[config.mk]
export PLATFORM = sky130hd
export DESIGN_NAME = id_ex_stage
export DESIGN_NICKNAME = d
export VERILOG_FILES = /design/src/rtl/pipe_pkg.sv /design/src/rtl/fwd_mux.sv /design/src/rtl/id_ex_stage.sv
export SDC_FILE = /design/constraint.sdc
export NUM_CORES = 1
export LEC_CHECK = 0
export CAP_MARGIN = 20
export CORE_ASPECT_RATIO = 1.5
export CORE_MARGIN = 4
export CORE_UTILIZATION = 45
export CTS_CLUSTER_DIAMETER = 30
export DETAILED_ROUTE_END_ITERATION = 7
export GPL_ROUTABILITY_DRIVEN = 0
export PLACE_DENSITY = 0.8
export SLEW_MARGIN = 20
export SYNTH_ARGS = -nofsm -noshare
export SYNTH_HDL_FRONTEND = slang
export SYNTH_SLANG_ARGS = --single-unit
[constraint.sdc]
create_clock -name clk -period 2.76 [get_ports clk]
set_clock_uncertainty 0.2 [all_clocks]
set_input_delay 0.552 -clock clk [delete_from_list [all_inputs] [get_ports clk]]
set_output_delay 0.552 -clock clk [all_outputs]
set_load 0.1 [all_outputs]
[src/rtl/pipe_pkg.sv]
// Shared pipeline definitions: datapath widths and ALU operation encodings
// used by the ID/EX stage and its forwarding muxes.
package pipe_pkg;

    localparam int XLEN   = 32;
    localparam int REG_AW = 5;

    localparam logic [3:0] ALU_AND = 4'b0000;
    localparam logic [3:0] ALU_OR  = 4'b0001;
    localparam logic [3:0] ALU_ADD = 4'b0010;
    localparam logic [3:0] ALU_SUB = 4'b0110;
    localparam logic [3:0] ALU_SLT = 4'b0111;
    localparam logic [3:0] ALU_NOR = 4'b1100;

    // A bubble executes a harmless AND whose result is never written back.
    localparam logic [3:0] BUBBLE_ALU_CTRL = ALU_AND;

endpackage

[src/rtl/fwd_mux.sv]
// Operand forwarding select: picks the youngest in-flight producer of a
// register, falling back to the value captured from the register file.
module fwd_mux
    import pipe_pkg::*;
#(
    parameter int XLEN   = pipe_pkg::XLEN,
    parameter int REG_AW = pipe_pkg::REG_AW
) (
    input  logic [REG_AW-1:0] addr,
    input  logic [XLEN-1:0]   stored_data,
    input  logic              exmem_reg_write,
    input  logic [REG_AW-1:0] exmem_rd_addr,
    input  logic [XLEN-1:0]   exmem_result,
    input  logic              memwb_reg_write,
    input  logic [REG_AW-1:0] memwb_rd_addr,
    input  logic [XLEN-1:0]   memwb_result,
    output logic [XLEN-1:0]   data
);

    always_comb begin
        // NOTE: default first so every path assigns data; no latch is inferred.
        data = stored_data;
        if (addr != '0) begin
            // EX/MEM is younger than MEM/WB, so it wins when both match.
            if (exmem_reg_write && (exmem_rd_addr == addr)) begin
                data = exmem_result;
            end else if (memwb_reg_write && (memwb_rd_addr == addr)) begin
                data = memwb_result;
            end
        end
    end

endmodule

[src/rtl/id_ex_stage.sv]
// ID/EX pipeline register feeding the ALU, with EX/MEM and MEM/WB result
// forwarding, stall (hold) and flush (bubble) control from the hazard unit.
module id_ex_stage
    import pipe_pkg::*;
#(
    parameter int XLEN   = pipe_pkg::XLEN,
    parameter int REG_AW = pipe_pkg::REG_AW
) (
    input  logic              clk,
    input  logic              rst_n,
    input  logic              stall,
    input  logic              flush,
    input  logic              id_valid,
    input  logic [REG_AW-1:0] id_rs1_addr,
    input  logic [REG_AW-1:0] id_rs2_addr,
    input  logic [REG_AW-1:0] id_rd_addr,
    input  logic [XLEN-1:0]   id_rs1_data,
    input  logic [XLEN-1:0]   id_rs2_data,
    input  logic [XLEN-1:0]   id_imm,
    input  logic              id_alu_src,
    input  logic [3:0]        id_alu_control,
    input  logic              id_reg_write,
    input  logic              exmem_reg_write,
    input  logic [REG_AW-1:0] exmem_rd_addr,
    input  logic [XLEN-1:0]   exmem_result,
    input  logic              memwb_reg_write,
    input  logic [REG_AW-1:0] memwb_rd_addr,
    input  logic [XLEN-1:0]   memwb_result,
    output logic              ex_valid,
    output logic [XLEN-1:0]   ex_src1,
    output logic [XLEN-1:0]   ex_src2,
    output logic [3:0]        ex_alu_control,
    output logic [XLEN-1:0]   ex_store_data,
    output logic [REG_AW-1:0] ex_rd_addr,
    output logic              ex_reg_write
);

    logic              valid_q;
    logic [REG_AW-1:0] rs1_addr_q;
    logic [REG_AW-1:0] rs2_addr_q;
    logic [REG_AW-1:0] rd_addr_q;
    logic [XLEN-1:0]   rs1_data_q;
    logic [XLEN-1:0]   rs2_data_q;
    logic [XLEN-1:0]   imm_q;
    logic              alu_src_q;
    logic [3:0]        alu_control_q;
    logic              reg_write_q;

    logic [XLEN-1:0]   rs1_fwd;
    logic [XLEN-1:0]   rs2_fwd;

    fwd_mux #(.XLEN(XLEN), .REG_AW(REG_AW)) u_fwd_rs1 (
        .addr            (rs1_addr_q),
        .stored_data     (rs1_data_q),
        .exmem_reg_write (exmem_reg_write),
        .exmem_rd_addr   (exmem_rd_addr),
        .exmem_result    (exmem_result),
        .memwb_reg_write (memwb_reg_write),
        .memwb_rd_addr   (memwb_rd_addr),
        .memwb_result    (memwb_result),
        .data            (rs1_fwd)
    );

    fwd_mux #(.XLEN(XLEN), .REG_AW(REG_AW)) u_fwd_rs2 (
        .addr            (rs2_addr_q),
        .stored_data     (rs2_data_q),
        .exmem_reg_write (exmem_reg_write),
        .exmem_rd_addr   (exmem_rd_addr),
        .exmem_result    (exmem_result),
        .memwb_reg_write (memwb_reg_write),
        .memwb_rd_addr   (memwb_rd_addr),
        .memwb_result    (memwb_result),
        .data            (rs2_fwd)
    );

    // NOTE: sequential state uses non-blocking assignments so every register
    // samples the pre-edge values, independent of statement order.
    always_ff @(posedge clk) begin
        if (!rst_n || flush) begin
            // Reset and flush both leave a zeroed bubble; rd 0 can never be
            // forwarded, so the cleared data fields stay invisible downstream.
            valid_q       <= 1'b0;
            rs1_addr_q    <= '0;
            rs2_addr_q    <= '0;
            rd_addr_q     <= '0;
            rs1_data_q    <= '0;
            rs2_data_q    <= '0;
            imm_q         <= '0;
            alu_src_q     <= 1'b0;
            alu_control_q <= BUBBLE_ALU_CTRL;
            reg_write_q   <= 1'b0;
        end else if (stall) begin
            // Latch the forwarded operands so a producer retiring from MEM/WB
            // mid-stall does not take the value with it.
            rs1_data_q <= rs1_fwd;
            rs2_data_q <= rs2_fwd;
        end else begin
            valid_q       <= id_valid;
            rs1_addr_q    <= id_rs1_addr;
            rs2_addr_q    <= id_rs2_addr;
            rd_addr_q     <= id_rd_addr;
            rs1_data_q    <= id_rs1_data;
            rs2_data_q    <= id_rs2_data;
            imm_q         <= id_imm;
            alu_src_q     <= id_alu_src;
            alu_control_q <= id_alu_control;
            reg_write_q   <= id_reg_write;
        end
    end

    assign ex_valid       = valid_q;
    assign ex_src1        = rs1_fwd;
    assign ex_src2        = alu_src_q ? imm_q : rs2_fwd;
    assign ex_store_data  = rs2_fwd;
    assign ex_alu_control = alu_control_q;
    assign ex_rd_addr     = rd_addr_q;
    assign ex_reg_write   = reg_write_q & valid_q;

endmodule

==> run_results.csv, run 1 <==
group,metric,value,unit
outcome,status,"stopped before the end",
outcome,stop_stage,"global routing",
outcome,firstError,"[ERROR DPL-0038] Utilization greater than 100%, impossible to legalize",
synthesis,synth_ff_type,"dfxtp_1",
clock_tree,cts_root_buf,"clkbuf_16",
clock_tree,clock-sinks,118,
floorplan,die_h,170,um
synthesis,synth_compound_area_share,37.8,%
clock_tree,hold_buffers,0,
synthesis,ys_types,40,
synthesis,ys_async_sr_fraction,0,%
global_route,grt_max_degree,55,
floorplan,die_w,116,um
synthesis,synthAdderAreaFrac,0,%
synthesis,ys_ff_latch,118,
synthesis,yosys.area_share.simple,15.6,%
floorplan,initial_core_util,45.7,%
timing,worst_endpoint_kind,"top-level output",
synthesis,avgSynthCellArea,7.57,um2
synthesis,syn-cell-area,7920,um2
floorplan,rows,59,
clock_tree,htreeDepth,4,
synthesis,synth_nets,1244,
place,port_buffers,304,
floorplan,io_pins,305,
synthesis,synth_edf_count,0,
synthesis,synth_top_family_by_area,"compound AO/OA/AOI/OAI gates",
timing,worst_endpoint,"ex_src2[24]",
synthesis,synth_seq_area_share,29.8,%
clock_tree,cts_buffers,17,
clock_tree,cts_buffer_depth,2,
synthesis,synth_xor_area_share,2.21,%
synthesis,yosysWarnings,0,
synthesis,muxShareOfSynthArea,6.82,%
synthesis,synthCells,1046,
place,post-dp-hpwl,29000,um
## cells in the mapped netlist (2+ instances only)
| library cell | instances | area (um2) |
|---|---|---|
| xnor2_1 | 20 | 175 |
| nand3_1 | 13 | 65.1 |
| o22a_1 | 27 | 236 |
| a32oi_1 | 30 | 263 |
| o21ai_0 | 163 | 816 |
| buf_2 | 16 | 80.1 |
| nor2_1 | 60 | 225 |
| dfxtp_1 | 118 | 2360 |
| o21ai_1 | 25 | 125 |
| mux2i_1 | 54 | 541 |
| a41oi_1 | 29 | 254 |
| buf_6 | 2 | 22.5 |
| a31oi_1 | 63 | 394 |
| nand4_1 | 29 | 181 |
| or3_1 | 23 | 144 |
| or4_1 | 4 | 30.0 |
| o22ai_1 | 4 | 25.0 |
| o311a_1 | 4 | 40.0 |
| clkbuf_1 | 100 | 375 |
| nor3_1 | 10 | 50.1 |
| nand2_1 | 74 | 278 |
| a22o_1 | 4 | 35.0 |
| and3_1 | 5 | 31.3 |
| buf_1 | 4 | 15.0 |
| a2111oi_0 | 3 | 26.3 |
| o31a_1 | 56 | 490 |
| o31ai_1 | 29 | 218 |
| inv_1 | 28 | 105 |
| a21oi_1 | 5 | 25.0 |
| and2_1 | 34 | 213 |
## through the flow
step / cells / TNS, ns / worst slack, ns / instance area (um2) / hold WS [ns]
2_1_floorplan: 1046 / -30.40 / -0.466 / 9200 / 0.255
3_5_place_dp: 1597 / -70.00 / -0.819 / 14300 / 0.279
4_1_cts: 1694 / -41.72 / -0.550 / 16600 / 0.294
3_3_place_gp: 1597 / -65.67 / -0.770 / 14300 / 0.267
## repair_timing
| item | 4_1_cts |
|---|---|
| resized for setup | 188 |
| gates cloned | 17 |
| pin swaps | 89 |
| setup endpoints to repair | 96 |
| buffers inserted | 48 |
## cells by family after synthesis
kind of cell           after synthesis
AO/OA/AOI/OAI                      447
AND/OR/NAND/NOR                    255
buffers and inverters              152
flip-flops                         118
multiplexers                        54
XOR/XNOR                            20
==> inputs of run 2 (changes only) <==
--- a/config.mk
+++ b/config.mk
@@ -6,13 +6,11 @@
 export NUM_CORES = 1
 export LEC_CHECK = 0
 export CAP_MARGIN = 20
-export CORE_ASPECT_RATIO = 1.5
 export CORE_MARGIN = 4
-export CORE_UTILIZATION = 45
-export CTS_CLUSTER_DIAMETER = 30
+export CORE_UTILIZATION = 40
 export DETAILED_ROUTE_END_ITERATION = 7
 export GPL_ROUTABILITY_DRIVEN = 0
-export PLACE_DENSITY = 0.8
+export PLACE_DENSITY_LB_ADDON = 0.15
 export SLEW_MARGIN = 20
 export SYNTH_ARGS = -nofsm -noshare
 export SYNTH_HDL_FRONTEND = slang
==> run 2 against run 1 <==
Area after synthesis unchanged. Synthesized cell count did not move. The flow now finishes, with violations (setup timing).
==> run_results.csv, run 2 <==
group,metric,value,unit
min_path,hold_class,"register to register",
clock_tree,htreeDepth,4,
floorplan,io_pins,305,
floorplan,die_area,22100,um2
setup_path,reg2reg_depth,12,
timing,whs,0.297,ns
synthesis,synth_nets,1244,
timing,fin_crit_sh,125,%
routing,postRouteAntennaNets,0,
cells_and_area,layout_commonest_cell,"buf_4",
synthesis,synth_seq_area_share,29.8,%
clock_tree,insertion_delay,0.44,ns
place,post-dp-hpwl,28300,um
timing,fin_crit,3.45,ns
timing,max_slew_margin,54.5,%
setup_path,critPathRequiredTime,2.01,ns
clock_tree,cts_buffers,17,
global_route,grt_first_pass_wirelength,70000,um
clock_tree,hold_buffers,0,
pwr,power_density,398,nW/um2
synthesis,synth_top_area_share,29.8,%
clock_tree,clock-sinks,118,
run,drv_cap,0,
routing,drt-wirelength-per-cell,30.9,um
synthesis,synth_ff_type,"dfxtp_1",
synthesis,yosysMostFrequentCell,"o21ai_0",
synthesis,synthCells,1046,
global_route,overflow,0,
clock_tree,cts_tree,"done",
synthesis,avgSynthCellArea,7.57,um2
cells_and_area,seqCellArea,2400,um2
clock_tree,clk_pin_slew_worst_paths,0.07,ns
outcome,status,"finished with violations",
pwr,power.leakage,6.37,nW
synthesis,ys_ff_latch,118,
min_path,hold_depth,2,
clock_tree,cts_buffer_depth,2,
cells_and_area,mostFrequentLayoutCells,"buf_4 (187), clkdlybuf4s50_1 (184), buf_12 (133)",
setup_path,worst_setup_path_end_kind,"output pin",
cells_and_area,reg_top3,"imm_q x32, rs1_data_q x32, rs2_data_q x32",
timing,slew_violations,0,
setup_path,worstSetupPathType,"register to output pin",
global_route,antenna_found_initial,3,
global_route,grt_max_degree,65,
timing,setup-violations-final,96,
timing,finalHoldViolCount,0,
cells_and_area,nFillCells,747,
place,port_buffers,304,
synthesis,synth_top_area_cell,"dfxtp_1",
floorplan,initial_core_util,40.7,%
routing,drc,0,
global_route,grt_pass1_vias,11700,
routing,dr.first_iter.drc_count,2179,
synthesis,syn-cell-area,7920,um2
cells_and_area,syn2layout_area_growth,120,%
timing,setup_tns,-48.39,ns
cells_and_area,finalNetCount,1695,
pwr,vdd_drop_max,0.482,mV
outcome,violations,"setup timing",
synthesis,ys_types,40,
synthesis,synthTopCellsByCount,"o21ai_0 (163), dfxtp_1 (118), clkbuf_1 (100), nand2_1 (74), a31oi_1 (63)",
timing,max_freq,290,MHz
synthesis,yosysWarnings,0,
routing,routed_wl,54900,um
timing,worst_pin_slew,0.675,ns
synthesis,synth_edf_count,0,
floorplan,die_w,149,um
clock_tree,cts_root_buf,"clkbuf_16",
cells_and_area,drive_above_1_share,42.7,%
floorplan,rows,51,
synthesis,synthTopCellsByArea,"dfxtp_1 (30%), o21ai_0 (10%), mux2i_1 (6.8%), o31a_1 (6.2%), a31oi_1 (5.0%)",
cells_and_area,multi_input_area,7400,um2
floorplan,core,19500,um2
pwr,total_power,6.93,mW
timing,setup_slack,-0.689,ns
setup_path,crit_path_max_fanout,5,
setup_path,critPathLaunchType,"register",
floorplan,die_h,149,um
global_route,track_usage,40.5,%
routing,via_per_inst,7.16,
setup_path,arrival,2.70,ns
timing,rsz0062_at_grt,"true",
synthesis,ys_async_sr_fraction,0,%
routing,drtPass1Iterations,6,
routing,vias,12700,
-- run 2: kinds of logic after synthesis --
family	Yosys count	synth area share, %
compound gates	447	37.8
simple gates	255	15.6
buf+inv	152	7.69
flops	118	29.8
mux	54	6.82
xor+xnor	20	2.21
-- run 2: per-stage QoR --
stage	utilization, %	instance area, um2	worst slack [ns]	std cells
floorplan	-	9200	-0.466	1046
global placement	74.6	14500	-0.826	1663
detailed placement	74.6	14500	-0.847	1663
CTS	85.9	16700	-0.537	1755
global route	89.5	17400	-0.689	1777
finish	89.5	17400	-0.689	1777
-- run 2: timing repair --
action	CTS	global route
resized for setup	239	107
pin swaps	91	76
setup buffers	52	25
setup endpoints to repair	97	96
cloned	10	5
-- run 2: worst paths after layout --
path / startpoint / endpoint / slack, ns
setup / recovery: rs2_addr_q[2]$_SDFFE_PP0N_ / ex_src2[9] / -0.69
hold / removal: imm_q[11]$_SDFFE_PP0N_ / imm_q[11]$_SDFFE_PP0N_ / 0.30
setup reg to reg: rs2_addr_q[2]$_SDFFE_PP0N_ / rs2_data_q[30]$_SDFF_PP0_ / 0.01
hold reg to reg: imm_q[11]$_SDFFE_PP0N_ / imm_q[11]$_SDFFE_PP0N_ / 0.30
-- run 2: layer usage --
layer	vias to the layer above	routed length [um]	GRT usage [%]
met5	-	13	0
met4	2	5610	21.5
met2	1405	23100	62.4
li1	4909	-	-
met3	540	7360	11.1
met1	5874	18800	51.6
-- run 2: cell type report --
cell class,instances,share of cell area [%]
Inverter,29,0.625
Multi-Input combinational cell,776,42.5
Tap cell,265,1.90
Sequential cell,118,13.8
Clock inverter,15,0.840
Antenna cell,2,0.0287
Clock buffer,17,2.44
Timing Repair Buffer,555,37.9
-- run 2: power breakdown --
| part | leakage, nW | switching [mW] | internal [mW] | total, mW |
|---|---|---|---|---|
| Clock | 0.280 | 1.01 | 1.26 | 2.27 |
| Combinational | 5.12 | 1.71 | 1.13 | 2.84 |
| Sequential | 0.972 | 0.0606 | 1.76 | 1.82 |
-- run 2: worst max-delay path, stage by stage, from the launching register on --
cell and delay (ns):
dfxtp_4 0.39, xnor2_2 0.29, nand2_1 0.17, a211oi_4 0.27
buf_6 0.17, buf_6 0.12, buf_16 0.13, a32oi_4 0.15
o31ai_4 0.32, buf_12 0.22
Power figures use the tool's default switching activity.
==> inputs of run 3 (changes only) <==
--- a/config.mk
+++ b/config.mk
@@ -10,7 +10,7 @@
 export CORE_UTILIZATION = 40
 export DETAILED_ROUTE_END_ITERATION = 7
 export GPL_ROUTABILITY_DRIVEN = 0
-export PLACE_DENSITY_LB_ADDON = 0.15
+export PLACE_DENSITY = 0.84
 export SLEW_MARGIN = 20
 export SYNTH_ARGS = -nofsm -noshare
 export SYNTH_HDL_FRONTEND = slang
==> constraint.sdc (replaced) <==
create_clock -name clk -period 2.76 [get_ports clk]
set_clock_uncertainty 0.2 [all_clocks]
set_input_delay 0.552 -clock clk [delete_from_list [all_inputs] [get_ports clk]]
set_output_delay 0.552 -clock clk [all_outputs]
set_load 0.02 [all_outputs]
==> run 3 against run 2 <==
The flow finishes with violations (DRC, setup timing). Register-to-register slack better by 0.23 ns. Count of clock-buffer cells in the layout stayed put. Combinational power is 23% lower. Cell area is 4.7% lower. Non-clock buffer count is 59 higher. Critical endpoint is now ex_src2[24]. Routed wire length is 6.9% higher. Die area stayed put. Critical path type unchanged. Power is 9.6% lower. Core utilization is 4.2 points lower. First-iteration DRC count is 12% higher.
==> run_results.csv, run 3 (synthesis results as in run 2) <==
group,metric,value,unit
outcome,status,"finished with violations",
outcome,violations,"DRC, setup timing",
timing,fin_crit,3.59,ns
timing,slew_violations,0,
pwr,combinationalPowerShare,34.8,%
setup_path,path_buf_inv,6,
setup_path,arrival,2.84,ns
cells_and_area,drive_above_1_share,43.5,%
floorplan,rows,51,
routing,drt-wirelength-per-cell,31.9,um
place,post-dp-hpwl,28500,um
cells_and_area,finalNonFillerCells,1837,
timing,max_freq,278,MHz
timing,max_slew_margin,57.5,%
min_path,hold_class,"register to register",
setup_path,worstPathCellList,"xnor2_4, and3_4, buf_6, buf_6, nand3_4, buf_16, buf_4, a41oi_2, buf_4, o31ai_4, buf_6",
cells_and_area,layout_commonest_cell,"buf_4",
place,place_area,12900,um2
setup_path,path_delay_family,"buffers and inverters",
routing,drtPass1Iterations,8,
pwr,internal-power,4.02,mW
pwr,power.share.sequential,29.3,%
clock_tree,cts_buffer_depth,2,
pwr,p_sw,2.25,mW
setup_path,crit_path_top_delay_cell,"dfxtp_4",
pwr,p_clk_share,36.0,%
global_route,grt_pass1_vias,11900,
timing,worst_pin_slew,0.637,ns
setup_path,crit_top_cell,"buf_6",
cells_and_area,seqCellArea,2390,um2
setup_path,worst_setup_path_end_kind,"output pin",
cells_and_area,mostFrequentLayoutCells,"buf_4 (240), clkdlybuf4s50_1 (195), buf_6 (112)",
timing,finalHoldViolCount,0,
timing,setup_slack,-0.831,ns
cells_and_area,reg_top3,"imm_q x32, rs1_data_q x32, rs2_data_q x32",
clock_tree,clk_pin_slew_worst_paths,0.07,ns
global_route,track_usage,42.5,%
routing,dr.first_iter.drc_count,2446,
cells_and_area,syn2layout_area_growth,110,%
timing,rsz0062_at_grt,"true",
global_route,grt_max_degree,79,
clock_tree,hold_buffers,0,
pwr,vdd_drop_max,0.485,mV
cells_and_area,finalNetCount,1754,
setup_path,critPathMaxStageDelay,0.38,ns
timing,setup-violations-final,96,
floorplan,initial_core_util,40.7,%
timing,fin_crit_sh,130,%
floorplan,die_h,149,um
routing,drc,25,
routing,routed_wl,58700,um
place,dp_cells,1692,
clock_tree,insertion_delay,0.43,ns
clock_tree,cts_root_buf,"clkbuf_16",
clock_tree,htreeDepth,4,
global_route,overflow,0,
floorplan,die_w,149,um
setup_path,crit_path_max_fanout,5,
routing,via_per_inst,7.18,
floorplan,core,19500,um2
clock_tree,cts_buffers,17,
routing,postRouteAntennaNets,0,
setup_path,critPathRequiredTime,2.01,ns
cells_and_area,postLayoutCellArea,16600,um2
clock_tree,clock-sinks,118,
setup_path,worstSetupPathType,"register to output pin",
cells_and_area,multi_input_area,6970,um2
global_route,antenna_found_initial,6,
floorplan,die_area,22100,um2
timing,whs,0.309,ns
pwr,power_density,378,nW/um2
global_route,grt_first_pass_wirelength,72200,um
routing,vias,13200,
place,port_buffers,304,
timing,setup_tns,-46.15,ns
setup_path,critPathLaunchType,"register",
run,drv_cap,0,
cells_and_area,nFillCells,879,
pwr,power.leakage,6.35,nW
clock_tree,cts_tree,"done",
pwr,p_sw_share,35.9,%
floorplan,io_pins,305,
run 3: cell types whose count changed in the layout (fill, tap and decap cells not counted), moves of 5 or more:
cell             previous run  this run
o21ai_1                    24        29
a41oi_1                     9         3
buf_12                    133        33
o31ai_4                    29        16
clkdlybuf4s50_1           184       195
o21ai_2                    41        58
o31ai_2                     0        13
buf_4                     187       240
o21ai_4                    45        22
buf_6                      25       112
run 3: layout make-up:
| type | instances | share of cell area [%] |
|---|---|---|
| repair buffers | 614 | 37.5 |
| clock buffers | 17 | 2.56 |
| clock inverters | 14 | 0.844 |
| well taps | 265 | 2.00 |
| flip-flops and latches | 118 | 14.4 |
| diodes | 4 | 0.0603 |
| multi-input cells | 776 | 42.0 |
| inverters | 29 | 0.656 |
run 3: power by group through the flow:
stage / clock [mW] / combinational [mW] / sequential [mW]
finish: 2.26 / 2.18 / 1.83
global route: 2.30 / 2.22 / 1.83
CTS: 2.20 / 1.81 / 1.81
detailed placement: 0 / 1.59 / 1.84
global placement: 0 / 1.57 / 1.84
floorplan: 0 / 0.700 / 1.83
run 3: per-stage QoR:
step	util (%)	total power [mW]	setup slack [ns]
CTS	79.1	5.83	-0.480
detailed placement	66.4	3.43	-1.17
global route	85.3	6.35	-0.839
finish	85.3	6.27	-0.831
global placement	66.4	3.41	-1.13
floorplan	-	2.53	-0.00384
run 3: timing repair:
action | in CTS | in global routing
cloned | 11 | 9
setup buffers | 55 | 44
endpoints found under the setup margin | 96 | 96
resized for setup | 780 | 187
pin swaps | 52 | 77
run 3: final timing paths:
check / to / depth (start not counted) / start / slack [ns]
worst max-delay path: ex_src2[24] / 11 / rs2_addr_q[2]$_SDFFE_PP0N_ / -0.83
worst min-delay path: ex_rd_addr[4]$_SDFFE_PP0N_ / 2 / ex_rd_addr[4]$_SDFFE_PP0N_ / 0.31
worst max register to register: rs2_data_q[29]$_SDFF_PP0_ / 12 / rs2_addr_q[2]$_SDFFE_PP0N_ / 0.24
worst min register to register: ex_rd_addr[4]$_SDFFE_PP0N_ / 2 / ex_rd_addr[4]$_SDFFE_PP0N_ / 0.31
run 3: per-layer routing:
metal	up-vias	track usage [%]	part of all wire (%)	routed length [um]
met5	-	0	0.046	27
met4	4	26.2	11	6410
met3	606	14.4	15	9010
met2	1567	63.8	41	23800
met1	5979	52.3	33	19400
li1	5039	-	-	-
run 3: tightest hold or removal path, delay by kind of cell (launching register included):
kind             cells  cell delay, ns
flip-flops           1            0.33
multiplexers         1            0.07
AND/OR/NAND/NOR      1            0.08
==> inputs of run 4 (changes only) <==
--- a/config.mk
+++ b/config.mk
@@ -11,6 +11,7 @@
 export DETAILED_ROUTE_END_ITERATION = 7
 export GPL_ROUTABILITY_DRIVEN = 0
 export PLACE_DENSITY = 0.84
+export RECOVER_POWER = 25
 export SLEW_MARGIN = 20
 export SYNTH_ARGS = -nofsm -noshare
 export SYNTH_HDL_FRONTEND = slang
==> run 4 against run 3 <==
The flow still finishes with violations (DRC, setup timing). Cell area is 0.11% lower. Critical path depth stayed put. Global-route usage is the same. Cell count unchanged. Core utilization decreased by 0.090 points. Maximum frequency is 0.31% higher. Register-to-register slack barely moved. Count of clock-buffer cells in the layout stayed put. Non-clock buffer count did not move. Worst hold slack hardly changed. Sequential cell count did not move. First-iteration DRC count increased by 4.3%.
==> run_results.csv, run 4 (synthesis results as in run 2) <==
group,metric,value,unit
floorplan,initial_core_util,40.7,%
routing,drt-wirelength-per-cell,32.0,um
routing,postRouteAntennaNets,0,
setup_path,worst_setup_path_end_kind,"output pin",
pwr,total_power,6.27,mW
pwr,power.leakage,6.34,nW
pwr,power_density,378,nW/um2
cells_and_area,postLayoutCellArea,16600,um2
global_route,grt_pass1_vias,11900,
global_route,grt_first_pass_wirelength,72200,um
clock_tree,htreeDepth,4,
setup_path,r2r_end,"rs2_data_q[29]$_SDFF_PP0_",
timing,fin_crit,3.58,ns
timing,setup-violations-final,104,
setup_path,crit_path_max_fanout,5,
setup_path,crit_path_end,"ex_src2[24]",
cells_and_area,finalNonFillerCells,1837,
clock_tree,cts_root_buf,"clkbuf_16",
routing,dr.first_iter.drc_count,2550,
setup_path,critPathLaunchType,"register",
routing,via_per_inst,7.17,
timing,rsz0062_at_grt,"true",
floorplan,core,19500,um2
timing,worst_pin_slew,1.04,ns
floorplan,die_h,149,um
min_path,hold_class,"register to register",
timing,slew_violations,0,
clock_tree,clock-sinks,118,
pwr,vdd_drop_max,0.485,mV
global_route,overflow,0,
cells_and_area,mostFrequentLayoutCells,"buf_4 (240), clkdlybuf4s50_1 (194), buf_6 (112)",
place,place_area,12900,um2
place,port_buffers,304,
global_route,antenna_found_initial,6,
timing,whs,0.310,ns
clock_tree,cts_buffer_depth,2,
place,post-dp-hpwl,28500,um
setup_path,reg2reg_from,"rs2_addr_q[2]$_SDFFE_PP0N_",
global_route,grt_max_degree,79,
floorplan,rows,51,
place,dp_cells,1692,
clock_tree,cts_buffers,17,
setup_path,r2r_slack,0.24,ns
floorplan,die_w,149,um
cells_and_area,finalNetCount,1754,
setup_path,critPathRequiredTime,2.01,ns
cells_and_area,drive_above_1_share,43.4,%
timing,setup_tns,-46.10,ns
timing,fin_crit_sh,130,%
routing,vias,13200,
floorplan,io_pins,305,
clock_tree,insertion_delay,0.43,ns
setup_path,arrival,2.83,ns
outcome,status,"finished with violations",
floorplan,die_area,22100,um2
place,dp_slack,-1.17,ns
routing,routed_wl,58800,um
run,drv_cap,0,
timing,max_freq,279,MHz
timing,setup_slack,-0.820,ns
cells_and_area,layout_commonest_cell,"buf_4",
global_route,track_usage,42.5,%
timing,max_slew_margin,31.0,%
setup_path,worstSetupPathType,"register to output pin",
routing,drc,2,
clock_tree,clk_pin_slew_worst_paths,0.06,ns
cells_and_area,syn2layout_area_growth,109,%
cells_and_area,fin_util,85.2,%
setup_path,startpoint,"rs2_addr_q[2]$_SDFFE_PP0N_",
clock_tree,hold_buffers,0,
routing,drtPass1Iterations,8,
cells_and_area,reg_top3,"imm_q x32, rs1_data_q x32, rs2_data_q x32",
outcome,violations,"DRC, setup timing",
clock_tree,cts_tree,"done",
timing,finalHoldViolCount,0,
setup_path,reg2reg_depth,12,
==> run 4: cell count changes in the layout (fill, tap and decap cells not counted), sizes merged <==
cell and change:
clkdlybuf4s50 -1, clkbuf +1, dlygate4sd3 +1, buf -1
==> run 4: area by class of cell <==
type,count,area (um2)
diodes,4,10.0
clock buffers,17,425
clock inverters,14,140
fillers,882,2880
inverters,29,109
multi-input cells,776,6960
flip-flops and latches,118,2390
well taps,265,332
repair buffers,614,6210
==> run 4: critical path: stages, from the launching register on <==
cell,delay (ns)
dfxtp_4,0.38
xnor2_4,0.23
and3_4,0.26
buf_6,0.13
buf_6,0.12
nand3_4,0.17
buf_16,0.21
buf_4,0.15
a41oi_2,0.33
buf_4,0.20
o31ai_4,0.06
buf_6,0.14
==> run 4: power by group <==
group	internal, mW	switching, mW
sequential	1.77	0.0682
combinational	0.993	1.18
clock	1.26	0.999
==> run 4: repair_timing <==
action	CTS	global route
gates cloned	11	9
endpoints found under the setup margin	96	96
endpoints found under the hold margin	0	0
pin swaps	52	77
resized for setup	780	187
setup buffers	55	44
==> run 4: how the worst min path moves through the flow <==
| stage | start | to | slack [ns] | cells after the start |
|---|---|---|---|---|
| after detailed placement | imm_q[9]$_SDFFE_PP0N_ | imm_q[9]$_SDFFE_PP0N_ | 0.28 | 2 |
| after CTS | rs1_data_q[16]$_SDFF_PP0_ | rs1_data_q[16]$_SDFF_PP0_ | 0.30 | 2 |
| after floorplan | reg_write_q$_SDFFE_PP0N_ | reg_write_q$_SDFFE_PP0N_ | 0.25 | 2 |
| after global placement | imm_q[7]$_SDFFE_PP0N_ | imm_q[7]$_SDFFE_PP0N_ | 0.27 | 2 |
| after global routing | imm_q[31]$_SDFFE_PP0N_ | imm_q[31]$_SDFFE_PP0N_ | 0.33 | 2 |
| final | ex_rd_addr[4]$_SDFFE_PP0N_ | ex_rd_addr[4]$_SDFFE_PP0N_ | 0.31 | 2 |
==> run 4: per-layer routing <==
metal | routed length, um | part of all wire [%] | track usage [%]
met4 | 6210 | 11 | 26.2
met3 | 9070 | 15 | 14.4
met1 | 19500 | 33 | 52.3
met2 | 24000 | 41 | 63.8
met5 | 13 | 0.022 | 0
